<file path="config.mk">
export PLATFORM = sky130hd
export DESIGN_NAME = vga_sync_gen_flat
export DESIGN_NICKNAME = d
export VERILOG_FILES = /design/src/rtl/vga_pkg.sv /design/src/rtl/vga_sync_gen_if.sv /design/src/rtl/vga_sync_gen_pix_ce_gen.sv /design/src/rtl/vga_sync_gen.sv /design/src/flat_wrapper.sv
export SDC_FILE = /design/constraint.sdc
export NUM_CORES = 1
export LEC_CHECK = 0
export ABC_AREA = 1
export ABC_CLOCK_PERIOD_IN_PS = 1600
export BUFFER_PORTS_ARGS = -buffer_cell sky130_fd_sc_hd__buf_2
export CAP_MARGIN = 20
export CORE_MARGIN = 2
export CORE_UTILIZATION = 50
export DETAILED_ROUTE_END_ITERATION = 8
export GPL_ROUTABILITY_DRIVEN = 0
export GPL_TIMING_DRIVEN = 0
export PLACE_DENSITY_LB_ADDON = 0.12
export SLEW_MARGIN = 10
export SYNTH_ARGS = -nofsm -noshare
export SYNTH_HDL_FRONTEND = slang
export SYNTH_SLANG_ARGS = --single-unit
</file>
<file path="constraint.sdc">
create_clock -name mclk -period 1.6 [get_ports mclk]
set_clock_uncertainty 0.05 [all_clocks]
set_input_delay 0 -clock mclk [delete_from_list [all_inputs] [get_ports mclk]]
set_output_delay 0 -clock mclk [all_outputs]
set_load 0.005 [all_outputs]
</file>
<file path="src/rtl/vga_pkg.sv">
// ============================================================================
// Module      : vga_pkg
// Description : 640x480@60 Hz timing constants and coordinate helpers.
// Revision    : 1.0
// ============================================================================
`default_nettype none

package vga_pkg;

    localparam int COORD_W  = 10;
    localparam int CE_DIV   = 4;

    localparam int H_VIS    = 640;
    localparam int H_FP     = 16;
    localparam int H_SYNC   = 96;
    localparam int H_BP     = 48;
    localparam int H_TOTAL  = H_VIS + H_FP + H_SYNC + H_BP;

    localparam int V_VIS    = 480;
    localparam int V_FP     = 10;
    localparam int V_SYNC   = 2;
    localparam int V_BP     = 33;
    localparam int V_TOTAL  = V_VIS + V_FP + V_SYNC + V_BP;

    localparam int H_SYNC_START = H_VIS + H_FP;
    localparam int H_SYNC_END   = H_SYNC_START + H_SYNC - 1;
    localparam int V_SYNC_START = V_VIS + V_FP;
    localparam int V_SYNC_END   = V_SYNC_START + V_SYNC - 1;

    localparam logic SYNC_POL = 1'b0;

    typedef logic [COORD_W-1:0] coord_t;

    function automatic logic in_window(input coord_t c, input int lo, input int hi);
        return (int'(c) >= lo) && (int'(c) <= hi);
    endfunction

endpackage

`default_nettype wire

</file>
<file path="src/rtl/vga_sync_gen_if.sv">
// ============================================================================
// Module      : vga_sync_gen_if
// Description : Timing bundle from the sync generator to the pixel renderer.
// Revision    : 1.0
// ============================================================================
`default_nettype none

interface vga_sync_gen_if;
    import vga_pkg::*;

    logic   pix_ce;
    coord_t hcount;
    coord_t vcount;
    logic   hsync;
    logic   vsync;
    logic   video_on;
    logic   line_tick;
    logic   frame_tick;

    modport master (
        output pix_ce, hcount, vcount, hsync, vsync,
               video_on, line_tick, frame_tick
    );

    modport slave (
        input  pix_ce, hcount, vcount, hsync, vsync,
               video_on, line_tick, frame_tick
    );

endinterface

`default_nettype wire

</file>
<file path="src/rtl/vga_sync_gen_pix_ce_gen.sv">
// ============================================================================
// Module      : pix_ce_gen
// Description : Divide-by-CE_DIV pixel enable; ce_en is the raw terminal
//               count, pix_ce its registered one-cycle pulse.
// Revision    : 1.0
// ============================================================================
`default_nettype none

module pix_ce_gen #(
    parameter int CE_DIV = 4
) (
    input  logic mclk,
    input  logic clr,
    output logic ce_en,
    output logic pix_ce
);

    localparam int CNT_W = (CE_DIV > 1) ? $clog2(CE_DIV) : 1;

    logic [CNT_W-1:0] ce_cnt_q;
    logic [CNT_W-1:0] ce_cnt_d;
    logic             pix_ce_q;
    logic             pix_ce_d;

    always_comb begin
        ce_en    = (ce_cnt_q == CNT_W'(CE_DIV - 1));
        ce_cnt_d = ce_en ? '0 : ce_cnt_q + CNT_W'(1);
        pix_ce_d = ce_en;
    end

    always_ff @(posedge mclk) begin
        if (!clr) begin
            ce_cnt_q <= '0;
            pix_ce_q <= 1'b0;
        end else begin
            ce_cnt_q <= ce_cnt_d;
            pix_ce_q <= pix_ce_d;
        end
    end

    assign pix_ce = pix_ce_q;

endmodule

`default_nettype wire

</file>
<file path="src/rtl/vga_sync_gen.sv">
// ============================================================================
// Module      : vga_sync_gen
// Description : VGA raster timing: pixel/line counters, syncs, video-active
//               flag and line/frame ticks, all on the mclk domain.
// Revision    : 1.0
// ============================================================================
`default_nettype none

module vga_sync_gen
    import vga_pkg::*;
#(
    parameter int   CE_DIV   = vga_pkg::CE_DIV,
    parameter int   H_VIS    = vga_pkg::H_VIS,
    parameter int   H_FP     = vga_pkg::H_FP,
    parameter int   H_SYNC   = vga_pkg::H_SYNC,
    parameter int   H_BP     = vga_pkg::H_BP,
    parameter int   V_VIS    = vga_pkg::V_VIS,
    parameter int   V_FP     = vga_pkg::V_FP,
    parameter int   V_SYNC   = vga_pkg::V_SYNC,
    parameter int   V_BP     = vga_pkg::V_BP,
    parameter logic SYNC_POL = vga_pkg::SYNC_POL
) (
    input  logic           mclk,
    input  logic           clr,
    vga_sync_gen_if.master vga
);

    localparam int H_TOT   = H_VIS + H_FP + H_SYNC + H_BP;
    localparam int V_TOT   = V_VIS + V_FP + V_SYNC + V_BP;
    localparam int H_SS    = H_VIS + H_FP;
    localparam int H_SE    = H_SS + H_SYNC - 1;
    localparam int V_SS    = V_VIS + V_FP;
    localparam int V_SE    = V_SS + V_SYNC - 1;

    logic   ce_en;
    logic   pix_ce;
    logic   h_wrap;
    logic   v_wrap;

    coord_t hcount_q,     hcount_d;
    coord_t vcount_q,     vcount_d;
    logic   hsync_q,      hsync_d;
    logic   vsync_q,      vsync_d;
    logic   video_on_q,   video_on_d;
    logic   line_tick_q,  line_tick_d;
    logic   frame_tick_q, frame_tick_d;

    pix_ce_gen #(
        .CE_DIV (CE_DIV)
    ) u_pix_ce_gen (
        .mclk   (mclk),
        .clr    (clr),
        .ce_en  (ce_en),
        .pix_ce (pix_ce)
    );

    // Syncs and video_on decode the next-state counters so they line up
    // with the hcount/vcount visible in the same cycle.
    always_comb begin
        h_wrap       = (hcount_q == COORD_W'(H_TOT - 1));
        v_wrap       = (vcount_q == COORD_W'(V_TOT - 1));
        hcount_d     = hcount_q;
        vcount_d     = vcount_q;
        hsync_d      = hsync_q;
        vsync_d      = vsync_q;
        video_on_d   = video_on_q;
        line_tick_d  = 1'b0;
        frame_tick_d = 1'b0;
        if (ce_en) begin
            hcount_d = h_wrap ? '0 : hcount_q + COORD_W'(1);
            if (h_wrap) begin
                vcount_d = v_wrap ? '0 : vcount_q + COORD_W'(1);
            end
            line_tick_d  = h_wrap;
            frame_tick_d = h_wrap && v_wrap;
            hsync_d      = in_window(hcount_d, H_SS, H_SE) ? SYNC_POL : ~SYNC_POL;
            vsync_d      = in_window(vcount_d, V_SS, V_SE) ? SYNC_POL : ~SYNC_POL;
            video_on_d   = (hcount_d < COORD_W'(H_VIS)) && (vcount_d < COORD_W'(V_VIS));
        end
    end

    always_ff @(posedge mclk) begin
        if (!clr) begin
            hcount_q     <= '0;
            vcount_q     <= '0;
            hsync_q      <= ~SYNC_POL;
            vsync_q      <= ~SYNC_POL;
            video_on_q   <= 1'b0;
            line_tick_q  <= 1'b0;
            frame_tick_q <= 1'b0;
        end else begin
            hcount_q     <= hcount_d;
            vcount_q     <= vcount_d;
            hsync_q      <= hsync_d;
            vsync_q      <= vsync_d;
            video_on_q   <= video_on_d;
            line_tick_q  <= line_tick_d;
            frame_tick_q <= frame_tick_d;
        end
    end

    assign vga.pix_ce     = pix_ce;
    assign vga.hcount     = hcount_q;
    assign vga.vcount     = vcount_q;
    assign vga.hsync      = hsync_q;
    assign vga.vsync      = vsync_q;
    assign vga.video_on   = video_on_q;
    assign vga.line_tick  = line_tick_q;
    assign vga.frame_tick = frame_tick_q;

endmodule

`default_nettype wire
</file>
<file path="src/flat_wrapper.sv">
// flat-port wrapper written by rule: the top's interface ports become plain ports
module vga_sync_gen_flat import vga_pkg::*;
#(
    parameter int   CE_DIV   = vga_pkg::CE_DIV,
    parameter int   H_VIS    = vga_pkg::H_VIS,
    parameter int   H_FP     = vga_pkg::H_FP,
    parameter int   H_SYNC   = vga_pkg::H_SYNC,
    parameter int   H_BP     = vga_pkg::H_BP,
    parameter int   V_VIS    = vga_pkg::V_VIS,
    parameter int   V_FP     = vga_pkg::V_FP,
    parameter int   V_SYNC   = vga_pkg::V_SYNC,
    parameter int   V_BP     = vga_pkg::V_BP,
    parameter logic SYNC_POL = vga_pkg::SYNC_POL
)
  (mclk, clr, vga_pix_ce, vga_hcount, vga_vcount, vga_hsync, vga_vsync, vga_video_on, vga_line_tick, vga_frame_tick);
  vga_sync_gen_if vga_i ();
  input  logic mclk;
  input  logic clr;
  output wire logic [$bits(vga_i.pix_ce)-1:0] vga_pix_ce;
  output wire logic [$bits(vga_i.hcount)-1:0] vga_hcount;
  output wire logic [$bits(vga_i.vcount)-1:0] vga_vcount;
  output wire logic [$bits(vga_i.hsync)-1:0] vga_hsync;
  output wire logic [$bits(vga_i.vsync)-1:0] vga_vsync;
  output wire logic [$bits(vga_i.video_on)-1:0] vga_video_on;
  output wire logic [$bits(vga_i.line_tick)-1:0] vga_line_tick;
  output wire logic [$bits(vga_i.frame_tick)-1:0] vga_frame_tick;
  assign vga_pix_ce = vga_i.pix_ce;
  assign vga_hcount = vga_i.hcount;
  assign vga_vcount = vga_i.vcount;
  assign vga_hsync = vga_i.hsync;
  assign vga_vsync = vga_i.vsync;
  assign vga_video_on = vga_i.video_on;
  assign vga_line_tick = vga_i.line_tick;
  assign vga_frame_tick = vga_i.frame_tick;
  vga_sync_gen #(.CE_DIV(CE_DIV), .H_VIS(H_VIS), .H_FP(H_FP), .H_SYNC(H_SYNC), .H_BP(H_BP), .V_VIS(V_VIS), .V_FP(V_FP), .V_SYNC(V_SYNC), .V_BP(V_BP), .SYNC_POL(SYNC_POL)) u_core (.mclk(mclk), .clr(clr), .vga(vga_i));
endmodule
</file>
==> results of run 1 <==
==> sequential cells by signal, indices dropped and copies added, names as in the netlist <==
register	count
u_core.u_pix_ce_gen.ce_cnt_q	2
u_core.u_pix_ce_gen.pix_ce	1
u_core.vga.frame_tick	1
u_core.vga.hcount	10
u_core.vga.hsync	1
u_core.vga.line_tick	1
u_core.vga.vcount	10
u_core.vga.video_on	1
u_core.vga.vsync	1
==> where the power goes <==
| part | switching, uW | internal, uW | leakage [uW] | total (uW) |
|---|---|---|---|---|
| combinational | 44.3 | 21.9 | 0.000719 | 66.3 |
| clock | 215 | 88.3 | 0.0000138 | 303 |
| sequential | 5.60 | 705 | 0.000231 | 711 |
| total | 265 | 815 | 0.000964 | 1080 |
==> cells in the final DEF, fill, tap and decap left out <==
master and count:
nand2_1 63, inv_1 32, buf_2 28, nor2_1 27, dfxtp_1 20, nand3_1 14
nand2_2 13, o21ai_0 11, o22ai_1 10, buf_4 10, nand4_1 7, nand3_2 7
nor2_2 5, nor2_4 5, buf_6 5, dfxtp_2 5, o21ai_1 4, ha_1 4
clkbuf_2 3, nor3_1 3, clkbuf_4 3, dfxtp_4 3, inv_2 2, nand2_4 2
a21oi_1 2, clkinvlp_4 1, a21oi_2 1, nor3_2 1, nand3b_1 1, and2_4 1
a31oi_1 1, o22ai_2 1, o32ai_1 1, or2_2 1, a32o_1 1, ha_4 1
clkinvlp_2 1, dlygate4sd3_1 1
==> stage by stage <==
| step | area, sq um | util | setup WS, ns | total power (uW) | hold slack [ns] |
|---|---|---|---|---|---|
| after floorplan | 1640 | - | 0.0231 | 764 | 0.174 |
| after global placement | 1830 | 0.596 | -0.204 | 782 | 0.318 |
| after detailed placement | 1830 | 0.596 | -0.213 | 784 | 0.321 |
| after CTS | 1930 | 0.627 | -0.107 | 1080 | 0.387 |
| after global routing | 2120 | 0.689 | -0.269 | 1120 | 0.392 |
| final | 2120 | 0.689 | -0.141 | 1080 | 0.383 |
==> layer usage <==
metal	up-vias	track usage
li1	919	-
met1	819	0.366
met2	52	0.350
met3	4	0.0462
met4	0	0.0901
met5	-	0
==> final cells by class <==
type | count | share of cell area
Timing Repair Buffer | 41 | 0.120
Clock buffer | 3 | 0.0106
Timing Repair inverter | 1 | 0.00236
Inverter | 35 | 0.0637
Tap cell | 44 | 0.0259
Sequential cell | 28 | 0.272
Buffer | 6 | 0.0200
Multi-Input combinational cell | 187 | 0.485
==> cells by family after synthesis <==
kind of cell	share of synthesized area
flops	0.345
simple gates	0.400
compound gates	0.115
buf+inv	0.101
fa+ha+maj	0.0385
==> timing repair <==
item,in CTS,in global routing
hold buffers,1,0
gates cloned,0,2
buffers inserted,6,7
setup endpoints to repair,7,23
pin swaps,2,12
endpoints found under the hold margin,2,0
resized for setup,8,49
==> worst paths after layout <==
| check | slack, ns | startpoint | cells after the start | endpoint |
|---|---|---|---|---|
| worst max-delay path | -0.14 | u_core.vga.hcount[0] | 12 | u_core.vga.video_on |
| worst min register to register | 0.38 | u_core.u_pix_ce_gen.ce_cnt_q[0] | 1 | u_core.u_pix_ce_gen.ce_cnt_q[0] |
| worst min-delay path | 0.38 | u_core.u_pix_ce_gen.ce_cnt_q[0] | 1 | u_core.u_pix_ce_gen.ce_cnt_q[0] |
| worst max register to register | -0.14 | u_core.vga.hcount[0] | 12 | u_core.vga.video_on |
==> results.cfg, run 1 <==
[drt]
ant_nets = 0
vias = 1794
dr_wl_met3_um = 254
drt_iter0_drc = 198
dr.pass1.iters = 5
met2_length_um = 1910
vias_per_cell = 5.20
drcViolationCount = 0
top_layer_used = met4
wl_met1_um = 2050
postRouteWirelength_um = 4250
wl_per_cell_um = 12.3

[cts]
clk_latency_ns = 0.33
cts_tree = yes
cts_buffers = 3
cts_buffer_depth = 2
cts.sinks = 28
clockRootBuffer = clkbuf_4
clk_pin_slew_ns = 0.16
ctsHtreeMaxLevel = 1

[layout]
syn_to_final_growth_pct = 30.6
final_cells = 345
antennaDiodeCount = 0
seq_area_sq_um = 578
multi_input_comb_area_sq_mm = 0.00103
n_fill_cell = 286
layout-drive-gt1-share = 0.329
final_nets = 310

[yosys]
yosysMostFrequentCell = nand2_1
synth_flop_cell = dfxtp_1
synth_top_area_share = 0.345
syn-num-nets = 263
yosys_register_bits = 28
synth_cells = 256
avgSynthCellArea_sq_um = 6.35
synthArstFlopShare = 0
synth_common_cells = 75 x nand2_1, 33 x inv_1, 33 x nor2_1, 28 x dfxtp_1, 21 x nand3_1
synth_area_leaders = dfxtp_1 34%, nand2_1 17%, inv_1 7.6%
synth_cell_types = 27
yosysSeqAreaShare = 0.345
synth_edf_count = 0
synth_top_area_cell = dfxtp_1
ys_warn_count = 0
netlist_area_sq_mm = 0.00163

[critical_path]
critPathKind = flip-flop to flip-flop
cp.required_ns = 1.80
worstSetupEndpointType = flip-flop
cpPeakStageDelay_ns = 0.39
cp_max_fo = 6
start_kind = flip-flop
crit_slowest_cell = dfxtp_4
worstPathArrival_ns = 1.94
cp_top_family = simple AND/OR/NAND/NOR gates
crit_chain = ha_4 > nand2_4 > nor2_4 > nand2_4 > nor2_4 > buf_6 > buf_6 > nand4_1 > o21ai_1 > nor2_1 > nand2_1 > nand2_1
worst-path-buf-inv = 2

[timing]
fin_setup_tns_ns = -0.431
period_share = 1.09
hold_viol_final = 0
worst_pin_slew_ns = 0.294
rsz0062_at_grt = true
drv_slew = 0
slew_headroom = 0.804
finalSetupViolations = 6
fmax_mhz = 574
min_period_ns = 1.74
layout_setup_ws_ns = -0.141

[floorplanning]
rows = 20
start_util = 0.528
dieHeight_um = 61.0
die_w_um = 61.0
core_sq_mm = 0.00308
io_pins = 28
dieArea_sq_mm = 0.00372

[placement]
place_inst = 327
portBuffers = 27
dp_hpwl_um = 2850

[global_route]
grt_max_degree = 15
grt_pass1_wl_um = 6780
antenna_found_initial = 0
grt_pass1_vias = 1529
grt_usage = 0.245
overflow = 0

[power_and_ir_drop]
p_per_area_mw_per_mm2 = 509
vdd_drop_max_mv = 0.382
leakagePower_uw = 0.000964

[run_status]
violations = negative setup slack
outcome = complete, but fails checks

[flow_run]
drv_cap = 0

[hold_path]
hold_class = flip-flop to flip-flop
No activity file was read; power rests on OpenSTA's default activity.
==> run 2, diff against run 1 <==
- CORE_UTILIZATION: 50 -> 51
- SYNTH_HIERARCHICAL: default -> 1
==> run 2 against run 1 <==
  * The flow still finishes with violations (negative setup slack)
  * Critical path depth is 1 lower
  * Sequential power up 11%
  * Sequential share of layout area down 2.1 points
  * Clock-buffer cell count unchanged
  * Area after synthesis up 13%
  * Routed wire length up 20%
  * Via count is 12% higher
  * Cell count up 9.6%
  * Total power up 44%
  * Largest power group unchanged
  * Die area up 10%
  * Fmax is 3.2% lower
  * Global-route usage decreased by 0.51 points
==> results.cfg, run 2 <==
[critical_path]
start_kind = flip-flop
cp_num_cells = 11
cp_max_fo = 5
crit_slowest_cell = dfxtp_1
cp_common_cell = nand2_1
rr_worst_depth = 11
setup.worst_path.start = u_core/vga.vcount[3]
worst-path-buf-inv = 0
r2r_start = u_core/vga.vcount[3]
cpPeakStageDelay_ns = 0.45
worstPathArrival_ns = 2.00
cp.required_ns = 1.80
worstSetupEndpointType = flip-flop
crit_chain = nand2_1 > nor2_1 > nand2_1 > nor2_2 > nand2_4 > nand3_2 > nand3_1 > nor2_1 > nand2_1 > nand2_1 > nand2_1
critPathKind = flip-flop to flip-flop
cp_top_family = simple AND/OR/NAND/NOR gates

[hold_path]
hp-start = clr
hold_class = input pin to flip-flop
holdPathStages = 4

[timing]
worst_pin_slew_ns = 0.606
fin_hold_ws_ns = 0.357
period_share = 1.12
hold_viol_final = 0
finalSetupViolations = 3
layout_setup_ws_ns = -0.198
fmax_mhz = 556
rsz0062_at_grt = true
min_period_ns = 1.80
slew_headroom = 0.596
drv_slew = 0

[layout]
final_util = 0.693
seq_area_sq_um = 589
fin_area_sq_mm = 0.00235
layout-drive-gt1-share = 0.310
layout_commonest_cell = nand2_1
multi_input_comb_area_sq_mm = 0.00118
final_nets = 340
antennaDiodeCount = 0
final_cells = 378
syn_to_final_growth_pct = 27.4
final_cell_mix = 75 x nand2_1, 40 x inv_1, 28 x buf_2, 22 x nor2_1, 21 x nand3_1
n_fill_cell = 312

[power_and_ir_drop]
swShare = 0.290
leakagePower_uw = 0.00117
internal_power_uw = 1100
power.switching_uw = 452
p_per_area_mw_per_mm2 = 663
power_frac_seq = 0.508
vdd_drop_max_mv = 0.555
p_comb_frac = 0.182
clock_power_share = 0.310

[drt]
vias = 2010
met2_length_um = 2440
drt_iter0_drc = 214
postRouteWirelength_um = 5080
drcViolationCount = 0
vias_per_cell = 5.32
dr.pass1.iters = 5
ant_nets = 0
wl_met1_um = 2350
dr_wl_met3_um = 261
top_layer_used = met4
wl_per_cell_um = 13.4

[yosys]
synth_compound_area_frac = 0.116
muxShareOfSynthArea = 0
yosys.area_share.adder = 0.0340
netlist_area_sq_mm = 0.00184
syn-num-nets = 296
synth_common_cells = 79 x nand2_1, 43 x inv_1, 28 x dfxtp_1, 27 x nor2_1, 26 x nand3_1
synth-xor-area-share = 0.0143
synth_cell_types = 31
yosys_register_bits = 28
ys_warn_count = 6
synth_flop_cell = dfxtp_1
avgSynthCellArea_sq_um = 6.37
synth_top_area_cell = dfxtp_1
synthArstFlopShare = 0
synth-simple-area-share = 0.408
synth_top_family_by_area = simple AND/OR/NAND/NOR gates
synth_cells = 289
synth_edf_count = 0
yosysMostFrequentCell = nand2_1
synth_top_area_share = 0.304
yosysSeqAreaShare = 0.304
synth_area_leaders = dfxtp_1 30%, nand2_1 16%, inv_1 8.8%

[global_route]
overflow = 0
antenna_found_initial = 0
grt_pass1_wl_um = 7740
grt_usage = 0.240
grt_pass1_vias = 1685
grt_max_degree = 17

[run_status]
outcome = complete, but fails checks
violations = negative setup slack

[floorplanning]
start_util = 0.543
dieArea_sq_mm = 0.00411
dieHeight_um = 64.1
core_sq_mm = 0.00339
rows = 21
io_pins = 28
die_w_um = 64.1

[flow_run]
drv_cap = 0

[placement]
place_inst = 362
portBuffers = 27
place_area_sq_mm = 0.00205
dp_hpwl_um = 3380

[cts]
cts.sinks = 28
clk_latency_ns = 0.34
clk_pin_slew_ns = 0.17
cts_buffer_depth = 2
ctsHtreeMaxLevel = 1
cts_buffers = 3
cts_tree = yes
clockRootBuffer = clkbuf_4
-- run 2: cell types whose count changed after synthesis, moves of 5 or more --
| cell | change |
|---|---|
| a21oi_1 | +12 |
| o22ai_1 | -11 |
| nand3_1 | +5 |
| nor2_1 | -6 |
| inv_1 | +10 |
-- run 2: layout make-up --
cell class	count	share of cell area
clock buffer	3	0.00959
sequential	28	0.251
inverter	46	0.0768
multi-input combinational	206	0.502
clock inverter	1	0.0128
tap	46	0.0245
timing repair buffer	40	0.103
buffer	8	0.0203
-- run 2: worst register-to-register path, stage by stage (launching register included) --
cell	delay, ns
dfxtp_1	0.45
nand2_1	0.21
nor2_1	0.18
nand2_1	0.10
nor2_2	0.15
nand2_4	0.10
nand3_2	0.09
nand3_1	0.10
nor2_1	0.13
nand2_1	0.06
nand2_1	0.05
nand2_1	0.04
-- run 2: metal layers --
layer / up-vias / global-route usage
li1: 1012 / -
met1: 926 / 0.330
met2: 68 / 0.383
met3: 4 / 0.0475
met4: 0 / 0.0612
met5: - / 0
-- run 2: final timing paths --
check	end	slack, ns
setup / recovery	u_core/vga.vsync	-0.20
hold / removal	u_core/u_pix_ce_gen/pix_ce	0.36
setup reg to reg	u_core/vga.vsync	-0.20
hold reg to reg	u_core/u_pix_ce_gen/ce_cnt_q[0]	0.38
-- run 2: metrics by stage --
| stage | power, uW | setup TNS, ns | setup slack (ns) |
|---|---|---|---|
| final | 1560 | -0.406 | -0.198 |
| after global routing | 1630 | -1.12 | -0.291 |
| after CTS | 1540 | -0.214 | -0.143 |
| after detailed placement | 1050 | -0.728 | -0.245 |
| after global placement | 1050 | -0.648 | -0.231 |
| after floorplan | 965 | 0 | 0.00878 |
-- run 2: logic make-up (layout without fill, tap and decap cells) --
| family | count (synthesis) | count (layout) |
|---|---|---|
| AOI/OAI and AO/OA | 39 | 39 |
| xor gates and xnor gates | 3 | 3 |
| adders and majority gates | 5 | 5 |
| buffers and inverters | 55 | 98 |
| DFF | 28 | 28 |
| and+or+nand+nor | 159 | 159 |
-- run 2: what timing repair did --
| action | 4_1_cts | 5_1_grt |
|---|---|---|
| pin swaps | 11 | 17 |
| buffers inserted | 7 | 5 |
| hold buffers | 1 | 0 |
| setup endpoints to repair | 10 | 14 |
| gates resized for setup | 24 | 35 |
| endpoints found under the hold margin | 3 | 0 |
-- run 2: power by group through the flow --
stage	sequential, uW	clock (uW)	combinational, uW
CTS	787	491	258
floorplan	797	0	168
finish	791	483	283
global placement	802	0	245
detailed placement	803	0	247
global route	798	518	315
